## config.mk

```make
export PLATFORM = sky130hd
export DESIGN_NAME = axi_lite_rr_arbiter
export DESIGN_NICKNAME = d
export VERILOG_FILES = /design/src/rtl/axi_lite_arb_pkg.sv /design/src/rtl/axi_lite_arb_idx_fifo.sv /design/src/rtl/axi_lite_rr_arbiter.sv
export SDC_FILE = /design/constraint.sdc
export NUM_CORES = 1
export LEC_CHECK = 0
export CAP_MARGIN = 0
export CORE_AREA = 2 2 176 178
export CTS_BUF_LIST = sky130_fd_sc_hd__clkbuf_4
export DETAILED_ROUTE_END_ITERATION = 12
export DIE_AREA = 0 0 178 180
export PLACE_DENSITY_LB_ADDON = 0.2
export RECOVER_POWER = 100
export SYNTH_ARGS = -nofsm -noshare
export SYNTH_HDL_FRONTEND = slang
export SYNTH_SLANG_ARGS = --single-unit
```

## constraint.sdc

```tcl
create_clock -name clk_i -period 4.6 [get_ports clk_i]
set_clock_uncertainty 0.2 [all_clocks]
set_input_delay 0.46 -clock clk_i [delete_from_list [all_inputs] [get_ports clk_i]]
set_output_delay 0.46 -clock clk_i [all_outputs]
set_load 0.01 [all_outputs]
```

## src/rtl/axi_lite_arb_pkg.sv

```systemverilog
// Shared types and helpers for the AXI4-Lite round-robin arbiter.
// Holds the default AXI4-Lite structs, the FSM state type and the round-robin pick function.
package axi_lite_arb_pkg;

  localparam int unsigned MaxSlvPorts = 16;
  localparam int unsigned IdxW        = $clog2(MaxSlvPorts);

  typedef logic [IdxW-1:0] idx_t;

  typedef enum logic {
    IDLE = 1'b0,
    BUSY = 1'b1
  } arb_state_e;

  typedef struct packed {
    logic [31:0] addr;
    logic [2:0]  prot;
  } axi_lite_ax_t;

  typedef struct packed {
    logic [31:0] data;
    logic [3:0]  strb;
  } axi_lite_w_t;

  typedef struct packed {
    logic [1:0] resp;
  } axi_lite_b_t;

  typedef struct packed {
    logic [31:0] data;
    logic [1:0]  resp;
  } axi_lite_r_t;

  typedef struct packed {
    axi_lite_ax_t aw;
    logic         aw_valid;
    axi_lite_w_t  w;
    logic         w_valid;
    logic         b_ready;
    axi_lite_ax_t ar;
    logic         ar_valid;
    logic         r_ready;
  } axi_lite_req_t;

  typedef struct packed {
    logic        aw_ready;
    logic        w_ready;
    axi_lite_b_t b;
    logic        b_valid;
    logic        ar_ready;
    axi_lite_r_t r;
    logic        r_valid;
  } axi_lite_resp_t;

  // First requesting index at or after ptr, wrapping at num; returns ptr if nothing requests.
  function automatic idx_t rr_pick(input logic [MaxSlvPorts-1:0] req, input idx_t ptr,
                                   input int unsigned num);
    idx_t        pick;
    logic        found;
    logic [31:0] cand;
    pick  = ptr;
    found = 1'b0;
    for (int unsigned k = 0; k < MaxSlvPorts; k++) begin
      cand = (32'(ptr) + k) % num;
      if (!found && (k < num) && req[cand[IdxW-1:0]]) begin
        found = 1'b1;
        pick  = idx_t'(cand);
      end
    end
    return pick;
  endfunction

endpackage

```

## src/rtl/axi_lite_arb_idx_fifo.sv

```systemverilog
// Small non-fall-through FIFO of port indices used to route B/R responses back to requesters.
module axi_lite_arb_idx_fifo
  import axi_lite_arb_pkg::*;
#(
  parameter int unsigned Depth = 4
) (
  input  logic clk_i,
  input  logic rst_i,
  input  logic push_i,
  input  idx_t data_i,
  input  logic pop_i,
  output idx_t data_o,
  output logic full_o,
  output logic empty_o
);

  localparam int unsigned PtrW = (Depth > 1) ? $clog2(Depth) : 1;
  localparam int unsigned CntW = $clog2(Depth + 1);
  localparam logic [PtrW-1:0] LastPtr = PtrW'(Depth - 1);
  localparam logic [CntW-1:0] FullCnt = CntW'(Depth);

  idx_t            r_mem [Depth];
  logic [PtrW-1:0] r_wr_ptr, r_rd_ptr;
  logic [CntW-1:0] r_cnt;
  logic            w_push, w_pop;

  // A pop frees the slot this cycle, so a push at full is still accepted.
  assign w_push  = push_i && (!full_o || pop_i);
  assign w_pop   = pop_i && !empty_o;
  assign full_o  = (r_cnt == FullCnt);
  assign empty_o = (r_cnt == '0);
  assign data_o  = r_mem[r_rd_ptr];

  always_ff @(posedge clk_i or posedge rst_i) begin
    if (rst_i) begin
      r_wr_ptr <= '0;
      r_rd_ptr <= '0;
      r_cnt    <= '0;
    end else begin
      if (w_push) r_wr_ptr <= (r_wr_ptr == LastPtr) ? '0 : r_wr_ptr + 1'b1;
      if (w_pop)  r_rd_ptr <= (r_rd_ptr == LastPtr) ? '0 : r_rd_ptr + 1'b1;
      if (w_push && !w_pop)      r_cnt <= r_cnt + 1'b1;
      else if (!w_push && w_pop) r_cnt <= r_cnt - 1'b1;
    end
  end

  always_ff @(posedge clk_i) begin
    if (w_push) r_mem[r_wr_ptr] <= data_i;
  end

endmodule

```

## src/rtl/axi_lite_rr_arbiter.sv

```systemverilog
// Round-robin arbiter sharing one AXI4-Lite master port between NumSlvPorts requesters.
// Define AXI_LITE_ARB_PERF_EN to add per-port AW+AR grant counters on grant_cnt_o.
module axi_lite_rr_arbiter
  import axi_lite_arb_pkg::*;
#(
  parameter int unsigned NumSlvPorts = 2,
  parameter int unsigned MaxTxns     = 4,
  parameter type         lite_req_t  = axi_lite_req_t,
  parameter type         lite_resp_t = axi_lite_resp_t
) (
  input  logic       clk_i,
  input  logic       rst_i,
  input  lite_req_t  slv_reqs_i  [NumSlvPorts],
  output lite_resp_t slv_resps_o [NumSlvPorts],
  output lite_req_t  mst_req_o,
  input  lite_resp_t mst_resp_i
`ifdef AXI_LITE_ARB_PERF_EN
  ,
  output logic [NumSlvPorts-1:0][31:0] grant_cnt_o
`endif
);

  arb_state_e r_wr_state, r_rd_state;
  idx_t       r_wr_idx, r_wr_ptr, r_rd_idx, r_rd_ptr;
  logic       r_aw_done, r_w_done;

  logic [MaxSlvPorts-1:0] w_aw_req, w_ar_req;
  idx_t w_wr_pick, w_rd_pick, w_b_head, w_r_head;
  logic w_wr_grant, w_rd_grant, w_aw_hs, w_w_hs, w_ar_hs, w_wr_done;
  logic w_b_full, w_b_empty, w_b_pop, w_r_full, w_r_empty, w_r_pop;

  always_comb begin
    w_aw_req = '0;
    w_ar_req = '0;
    for (int unsigned i = 0; i < NumSlvPorts; i++) begin
      w_aw_req[i] = slv_reqs_i[i].aw_valid;
      w_ar_req[i] = slv_reqs_i[i].ar_valid;
    end
  end

  assign w_wr_pick  = rr_pick(w_aw_req, r_wr_ptr, NumSlvPorts);
  assign w_rd_pick  = rr_pick(w_ar_req, r_rd_ptr, NumSlvPorts);
  assign w_wr_grant = (r_wr_state == IDLE) && (|w_aw_req) && !w_b_full;
  assign w_rd_grant = (r_rd_state == IDLE) && (|w_ar_req) && !w_r_full;

  always_comb begin
    mst_req_o = '0;
    for (int unsigned i = 0; i < NumSlvPorts; i++) begin
      slv_resps_o[i]   = '0;
      slv_resps_o[i].b = mst_resp_i.b;
      slv_resps_o[i].r = mst_resp_i.r;
      if ((r_wr_state == BUSY) && (r_wr_idx == idx_t'(i))) begin
        mst_req_o.aw             = slv_reqs_i[i].aw;
        mst_req_o.aw_valid       = slv_reqs_i[i].aw_valid && !r_aw_done;
        mst_req_o.w              = slv_reqs_i[i].w;
        mst_req_o.w_valid        = slv_reqs_i[i].w_valid && !r_w_done;
        slv_resps_o[i].aw_ready  = mst_resp_i.aw_ready && !r_aw_done;
        slv_resps_o[i].w_ready   = mst_resp_i.w_ready && !r_w_done;
      end
      if ((r_rd_state == BUSY) && (r_rd_idx == idx_t'(i))) begin
        mst_req_o.ar             = slv_reqs_i[i].ar;
        mst_req_o.ar_valid       = slv_reqs_i[i].ar_valid;
        slv_resps_o[i].ar_ready  = mst_resp_i.ar_ready;
      end
      if (!w_b_empty && (w_b_head == idx_t'(i))) begin
        slv_resps_o[i].b_valid   = mst_resp_i.b_valid;
        mst_req_o.b_ready        = slv_reqs_i[i].b_ready;
      end
      if (!w_r_empty && (w_r_head == idx_t'(i))) begin
        slv_resps_o[i].r_valid   = mst_resp_i.r_valid;
        mst_req_o.r_ready        = slv_reqs_i[i].r_ready;
      end
    end
  end

  assign w_aw_hs   = mst_req_o.aw_valid && mst_resp_i.aw_ready;
  assign w_w_hs    = mst_req_o.w_valid && mst_resp_i.w_ready;
  assign w_ar_hs   = mst_req_o.ar_valid && mst_resp_i.ar_ready;
  assign w_wr_done = (r_wr_state == BUSY) && (r_aw_done || w_aw_hs) && (r_w_done || w_w_hs);
  assign w_b_pop   = mst_resp_i.b_valid && mst_req_o.b_ready;
  assign w_r_pop   = mst_resp_i.r_valid && mst_req_o.r_ready;

  always_ff @(posedge clk_i or posedge rst_i) begin
    if (rst_i) begin
      r_wr_state <= IDLE;
      r_wr_idx   <= '0;
      r_wr_ptr   <= '0;
      r_aw_done  <= 1'b0;
      r_w_done   <= 1'b0;
    end else if (r_wr_state == IDLE) begin
      if (w_wr_grant) begin
        r_wr_state <= BUSY;
        r_wr_idx   <= w_wr_pick;
        r_aw_done  <= 1'b0;
        r_w_done   <= 1'b0;
      end
    end else if (w_wr_done) begin
      r_wr_state <= IDLE;
      r_wr_ptr   <= (r_wr_idx == idx_t'(NumSlvPorts - 1)) ? '0 : r_wr_idx + 1'b1;
      r_aw_done  <= 1'b0;
      r_w_done   <= 1'b0;
    end else begin
      r_aw_done  <= r_aw_done || w_aw_hs;
      r_w_done   <= r_w_done || w_w_hs;
    end
  end

  always_ff @(posedge clk_i or posedge rst_i) begin
    if (rst_i) begin
      r_rd_state <= IDLE;
      r_rd_idx   <= '0;
      r_rd_ptr   <= '0;
    end else if (r_rd_state == IDLE) begin
      if (w_rd_grant) begin
        r_rd_state <= BUSY;
        r_rd_idx   <= w_rd_pick;
      end
    end else if (w_ar_hs) begin
      r_rd_state <= IDLE;
      r_rd_ptr   <= (r_rd_idx == idx_t'(NumSlvPorts - 1)) ? '0 : r_rd_idx + 1'b1;
    end
  end

  axi_lite_arb_idx_fifo #(
    .Depth (MaxTxns)
  ) u_b_fifo (
    .clk_i   (clk_i),
    .rst_i   (rst_i),
    .push_i  (w_wr_done),
    .data_i  (r_wr_idx),
    .pop_i   (w_b_pop),
    .data_o  (w_b_head),
    .full_o  (w_b_full),
    .empty_o (w_b_empty)
  );

  axi_lite_arb_idx_fifo #(
    .Depth (MaxTxns)
  ) u_r_fifo (
    .clk_i   (clk_i),
    .rst_i   (rst_i),
    .push_i  (w_ar_hs),
    .data_i  (r_rd_idx),
    .pop_i   (w_r_pop),
    .data_o  (w_r_head),
    .full_o  (w_r_full),
    .empty_o (w_r_empty)
  );

`ifdef AXI_LITE_ARB_PERF_EN
  logic [NumSlvPorts-1:0][31:0] r_grant_cnt;

  always_ff @(posedge clk_i or posedge rst_i) begin
    if (rst_i) begin
      r_grant_cnt <= '0;
    end else begin
      for (int unsigned i = 0; i < NumSlvPorts; i++) begin
        r_grant_cnt[i] <= r_grant_cnt[i]
                        + 32'(w_wr_grant && (w_wr_pick == idx_t'(i)))
                        + 32'(w_rd_grant && (w_rd_pick == idx_t'(i)));
      end
    end
  end

  assign grant_cnt_o = r_grant_cnt;
`endif

endmodule
```

# --- After elaboration in Yosys (flattened, before gate mapping) ---
# Memory sizes are Yosys's and may differ from the RTL's.
# Cells that the tools add are included.
classes:
  order_cmp: 4
  reduce_logical: 66
  mux: 55
  add_sub_neg: 12
  bitwise_logic: 2
  eq_ne: 10
op_table:
  columns: ["cell", "count"]
  rows:
  - ["2-to-1 mux 73 bit", 2]
  - ["2-to-1 mux 36 bit", 2]
  - ["logical AND 1 bit", 35]
  - ["2-to-1 mux 1 bit", 35]
  - ["2-to-1 mux 4 bit", 6]
  - ["< comparator 1 x 5 -> 1 bit (second input constant)", 4]
  - ["equality test 4 x 1 -> 1 bit (second input constant)", 4]
  - ["logical NOT 4 bit", 4]
  - ["logical NOT 1 bit", 12]
  - ["2-to-1 mux 2 bit", 6]
  - ["2-to-1 mux 3 bit", 4]
  - ["adder 2 x 1 -> 2 bit (second input constant)", 4]
  - ["adder 4 x 1 -> 4 bit (second input constant)", 2]
  - ["equality test 2 bit (second input constant)", 4]
  - ["AND reduction 2 bit", 4]
  - ["adder 3 x 1 -> 3 bit (second input constant)", 2]
  - ["equality test 3 bit (second input constant)", 2]
  - ["logical NOT 3 bit", 2]
  - ["nonzero test 2 bit", 3]
  - ["subtractor 3 x 1 -> 3 bit (second input constant)", 2]
  - ["logical OR 1 bit", 4]
  - ["OR reduction 2 bit", 2]
  - ["adder 1 bit (second input constant)", 2]
  - ["NOT 1 bit", 2]
totals:
  wordCells: 165
  memories: 2
  inputBits: 265
  output_inout_bits: 193
  ram_bits: 32
  register_bits: 34
memory_table:
  columns: ["name", "depth", "width", "rd", "rd_clocked_by_memory_dff", "write_ports", "line", "rtl"]
  rows:
  - ["u_b_fifo.r_mem", 4, 4, 1, 0, 1, "axi_lite_arb_idx_fifo.sv:22", "idx_t r_mem [Depth];"]
  - ["u_r_fifo.r_mem", 4, 4, 1, 0, 1, "axi_lite_arb_idx_fifo.sv:22", null]

# --- Depth between registers and ports, before layout ---
depth:
  depth_word: 13
  mapped_depth: 12
  ltp_nobuf: 11

# --- Cells and area by module ---
# From an unflattened synthesis, not the netlist that was laid out.
hier_totals:
  cells_unflattened: 479
  hier_area_um2: 4859.7
by_module_without_submodules:
  columns: ["module", "cells_each", "seq_area_each_um2", "area_per_inst_um2", "instances"]
  rows:
  - ["axi_lite_rr_arbiter", 361, 350.3, 2750.1, 1]
  - ["axi_lite_arb_idx_fifo", 59, 655.6, 1054.8, 2]

# --- Worst setup path after synthesis ---
# Ideal clock, no wire load.
synth_path:
  path_kind: "register to register"
  start: "register u_b_fifo.r_rd_ptr[0]"
  end: "register u_b_fifo.r_cnt[2]"
  n_path_buf: 1
  setup_ns: 0.079
  stages_incl_launch_ff: 13
  arrival_time_ns: 3.000
  required_ns: 4.321
  setup_slack_ns: 1.321
  path_cell_list: "dfrtp_1 -> mux4_2 -> mux2i_1 -> or4_1 -> buf_2 -> a21bo_4 -> inv_1 -> ha_1 -> inv_1 -> fa_1 -> xor2_1 -> nor2_1 -> xor2_1"
synth_between:
  elab_chain_cells: 11
  word_cells_on_any_way: 17
  cone_classes: "eq/ne (1); mux (3); reduce/logical (12); memory (1)"
synth_rtl:
  columns: ["element", "line", "rtl"]
  rows:
  - ["start: declaration", "axi_lite_arb_idx_fifo.sv:23", "logic [PtrW-1:0] r_wr_ptr, r_rd_ptr;"]
  - ["start signal: assignment", "axi_lite_arb_idx_fifo.sv:41", "if (w_pop) r_rd_ptr <= (r_rd_ptr == LastPtr) ? '0 : r_rd_ptr + 1'b1;"]
  - ["memory read (4 x 4 bit) (*)", null, null]
  - ["logical NOT 4 bit", "axi_lite_rr_arbiter.sv:65", "if (!w_b_empty && (w_b_head == idx_t'(i))) begin"]
  - ["logical AND 1 bit", "axi_lite_rr_arbiter.sv:65", null]
  - ["2-to-1 mux 1 bit", "axi_lite_rr_arbiter.sv:65", null]
  - ["2-to-1 mux 1 bit (*)", "axi_lite_rr_arbiter.sv:65", null]
  - ["logical AND 1 bit (*)", "axi_lite_rr_arbiter.sv:80", "assign w_b_pop = mst_resp_i.b_valid && mst_req_o.b_ready;"]
  - ["logical OR 1 bit (*)", "axi_lite_arb_idx_fifo.sv:28", "assign w_push = push_i && (!full_o || pop_i);"]
  - ["logical AND 1 bit (*)", "axi_lite_arb_idx_fifo.sv:28", null]
  - ["via u_b_fifo.w_push", "axi_lite_arb_idx_fifo.sv:25", "logic w_push, w_pop;"]
  - ["logical NOT 1 bit", "axi_lite_arb_idx_fifo.sv:43", "else if (!w_push && w_pop) r_cnt <= r_cnt - 1'b1;"]
  - ["logical AND 1 bit", "axi_lite_arb_idx_fifo.sv:43", null]
  - ["nonzero test 2 bit (no line)", null, null]
  - ["end signal: assignment", "axi_lite_arb_idx_fifo.sv:42", "if (w_push && !w_pop) r_cnt <= r_cnt + 1'b1;"]
  - ["end signal: assignment", "axi_lite_arb_idx_fifo.sv:43", null]
  - ["end: declaration", "axi_lite_arb_idx_fifo.sv:24", "logic [CntW-1:0] r_cnt;"]
# Mark *: on every way through the listed nets, which the timed path passes. The rest lies on a longest branch.
# A chain may end at the register's enable or synchronous reset.

# --- Worst setup path in the final report ---
layout_path:
  start: "register r_rd_idx[1]"
  end: "register u_r_fifo.r_cnt[2]"
layout_between:
  elab_chain_cells: 9
  word_cells_on_any_way: 13
  cone_classes: "eq/ne (1); mux (3); reduce/logical (9)"
layout_rtl:
  columns: ["element", "line", "rtl"]
  rows:
  - ["start: declaration", "axi_lite_rr_arbiter.sv:24", "idx_t r_wr_idx, r_wr_ptr, r_rd_idx, r_rd_ptr;"]
  - ["start signal: assignment", "axi_lite_rr_arbiter.sv:116", "r_rd_idx <= w_rd_pick;"]
  - ["logical NOT 4 bit", "axi_lite_rr_arbiter.sv:60", "if ((r_rd_state == BUSY) && (r_rd_idx == idx_t'(i))) begin"]
  - ["logical AND 1 bit", "axi_lite_rr_arbiter.sv:60", null]
  - ["2-to-1 mux 36 bit", "axi_lite_rr_arbiter.sv:60", null]
  - ["2-to-1 mux 36 bit (*)", "axi_lite_rr_arbiter.sv:60", null]
  - ["logical AND 1 bit (*)", "axi_lite_rr_arbiter.sv:78", "assign w_ar_hs = mst_req_o.ar_valid && mst_resp_i.ar_ready;"]
  - ["logical AND 1 bit (*)", "axi_lite_arb_idx_fifo.sv:28", null]
  - ["via u_r_fifo.w_push", "axi_lite_arb_idx_fifo.sv:25", null]
  - ["logical NOT 1 bit", "axi_lite_arb_idx_fifo.sv:43", null]
  - ["logical AND 1 bit", "axi_lite_arb_idx_fifo.sv:43", null]
  - ["nonzero test 2 bit (no line)", null, null]
  - ["end signal: assignment", "axi_lite_arb_idx_fifo.sv:42", null]
  - ["end signal: assignment", "axi_lite_arb_idx_fifo.sv:43", null]
  - ["end: declaration", "axi_lite_arb_idx_fifo.sv:24", null]
# Marks and branches as above.

==> impl_metrics.toml <==
[outcome]
status = "completed"

[synth]
avgSynthCellArea_um2 = 9.75
synth_top_area_cell = "edfxtp_1"
synth-edff-count = 32
ys_seq_area_share_pct = 35.5
ys_top_cells_by_area = "edfxtp_1 21%, mux2i_1 16%, dfrtp_1 15%, buf_4 12%, nor2_1 7.4%"
async_flop_share_pct = 46.7
synth_seq_cells = 60
yosysWarnings = 0
syn_area_um2 = 4680
synth.top_cell.area_share_pct = 20.5
synthFlopType = "edfxtp_1"
synth_cell_type_count = 42
syn_nets = 759
netlist_instances = 480

[detailed_routing]
route.met3.wl_um = 1720
met1Wirelength_um = 7900
drt_iter0_markers = 121
first_pass_iters = 4
finalWirelength_um = 21500
wl_met2_um = 11400
drc = 0
wire_per_inst_um = 18.6
viasPerCell = 3.85
top_layer = "met5"
antenna_left = 0
vias = 4438

[critical_path]
crit_slowest_cell = "nor4b_1"
crit_fanout = 7
criticalPathCategory = "flop to flop"
critPathRequiredTime_ns = 4.73
crit_family = "compound AO/OA/AOI/OAI gates"
crit_buf_inv = 1
critPathMaxStageDelay_ns = 0.69
r2r_start = "r_rd_idx[1]"
start_kind = "flop"
crit_arrival_ns = 3.92
end_kind = "flop"
path_cells = "nor4b_1 -> nand3_1 -> a21boi_0 -> a21boi_0 -> ha_1 -> inv_1 -> fa_1 -> xor2_1 -> nor2_1 -> xor2_1"
setup.worst_path.start = "r_rd_idx[1]"

[cells_and_area]
fin_area_um2 = 8190
area_growth_pct = 75.0
fill_cells = 3175
postLayoutCoreUtil_pct = 27.1
drive_gt1_share_pct = 4.50
layout_commonest_cell = "clkdlybuf4s50_1"
layout_common_cells = "229 x clkdlybuf4s50_1, 120 x dlygate4sd3_1, 90 x nor2_1"
nNetsFinal = 1029

[clocking]
post_cts_buffers = 0
hold_buffers = 0
clock-sinks = 60
clk_pin_slew_worst_paths_ns = 0.10
cts_inserted_buffers = 9
clk_latency_ns = 0.40
clk_path_buf_depth = 2
cts_tree = "yes"
cts_max_level = 3
root_buffer = "clkbuf_4"
cts.repair.resized = 0

[sta]
min_period_ns = 3.80
relSlewSlack_pct = 40.7
slew_violations = 0
finalSetupViolCount = 0
holdWs_ns = 0.286
rsz0062_at_grt = "false"
finalWorstSetupSlack_ns = 0.803
fmax_ghz = 0.263
hold_violations = 0
worst_slew_pin_slew_ns = 0.889
period_share_pct = 82.5
finalSetupTns_ns = 0

[floorplanning]
die_h_um = 180
start_util_pct = 15.5
die_area_um2 = 32000
die_w_um = 178
rows = 64
core-area_um2 = 30200
io_pins = 458

[hold_path]
min_path_type = "flop to flop"
hold_path_startpoint = "u_b_fifo.r_cnt[2]"

[pwr]
switchingPower_w = 0.00163
vdd_ir_drop_max_mv = 0.284
pwr_density_cell_nw_per_um2 = 469
p_int_w = 0.00221
p_sw_share_pct = 42.4
clockPowerShare_pct = 7.9
p_comb_share_pct = 69.8
seqPwrFrac_pct = 22.3
p_leak_nw = 3.50

[global_route]
grt_pass1_vias = 4685
grt_pass1_wl_um = 30700
grt_overflow = 0
grt_max_degree = 67
antenna_found_initial = 2
grt_usage_pct = 12.9

[placement]
portBuffers = 349
hpwl_um = 18200
place_area_um2 = 8100
place_congestion = 0.753
post-place-ws_ns = 1.06

[job]
max_cap_viol_count = 0
area by class of cell:
type / instances / area, µm² / area share, %
clock buffer: 10 / 75.1 / 0.917
clock inverter: 6 / 32.5 / 0.397
timing repair buffer: 355 / 3540 / 43.3
antenna: 1 / 2.50 / 0.0306
multi-input combinational: 308 / 2310 / 28.3
sequential: 60 / 1660 / 20.3
inverter: 16 / 60.1 / 0.734
tap: 396 / 495 / 6.05
cells in the mapped netlist (all sizes together) (7+ instances only):
library cell / number
nor2: 92
buf: 81
mux2i: 73
a22o: 35
edfxtp: 32
dfrtp: 28
inv: 16
clkbuf: 15
ha: 12
mux2: 12
nand2: 8
nor3: 8
and2: 7
routing by layer:
layer | vias up | GRT usage, %
met5 | - | 0.772
met4 | 4 | 3.18
met3 | 20 | 4.36
met2 | 241 | 24.0
met1 | 2014 | 13.8
li1 | 2159 | -
power by group through the flow:
stage | registers [W] | logic, W | clock network (W)
floorplan | 0.000805 | 0.00156 | 0
global placement | 0.000881 | 0.00293 | 0
detailed placement | 0.000877 | 0.00291 | 0
CTS | 0.000866 | 0.00294 | 0.000316
global route | 0.000886 | 0.00293 | 0.000346
finish | 0.000858 | 0.00268 | 0.000302
worst paths after layout:
kind                            slack, ns  cells past startpoint              endpoint
worst max-delay path                 0.80                     10     u_r_fifo.r_cnt[2]
worst min-delay path                 0.29                      1     u_b_fifo.r_cnt[2]
worst max register to register       0.80                     10     u_r_fifo.r_cnt[2]
worst min register to register       0.29                      1     u_b_fifo.r_cnt[2]
max in group asynchronous            2.76                      3  u_r_fifo.r_rd_ptr[0]
min in group asynchronous            0.42                      2     u_b_fifo.r_cnt[0]
stage by stage:
stage          std cells  total power, W
4_1_cts             1151         0.00412
2_1_floorplan        480         0.00236
5_1_grt             1152         0.00416
6_report            1152         0.00384
3_3_place_gp        1135         0.00381
3_5_place_dp        1135         0.00379
state kept, by name, summed over array words and instances, names as in the netlist:
register / count
u_b_fifo.r_wr_ptr: 2
u_r_fifo.r_mem: 16
r_rd_state: 1
u_r_fifo.r_wr_ptr: 2
r_w_done: 1
u_b_fifo.r_cnt: 3
u_r_fifo.r_rd_ptr: 2
r_aw_done: 1
u_r_fifo.r_cnt: 3
r_rd_idx: 4
r_wr_ptr: 1
r_rd_ptr: 1
u_b_fifo.r_mem: 16
r_wr_idx: 4
u_b_fifo.r_rd_ptr: 2
r_wr_state: 1
cell families after synthesis:
kind of cell               Yosys count  share of synthesized area [%]
xor gates and xnor gates             6                           1.12
and+or+nand+nor                    147                           14.9
adders and majority gates           14                           4.07
muxes                               89                           20.6
AOI/OAI and AO/OA                   52                           9.04
DFF                                 60                           35.5
buffers and inverters              112                           14.8
worst register-to-register path, stage by stage, from the launching register on:
cell and delay [ns]:
dfrtp_1 0.45, nor4b_1 0.69, nand3_1 0.18, a21boi_0 0.42
a21boi_0 0.63, ha_1 0.31, inv_1 0.06, fa_1 0.37
xor2_1 0.15, nor2_1 0.11, xor2_1 0.16
Power figures use the tool's default switching activity.
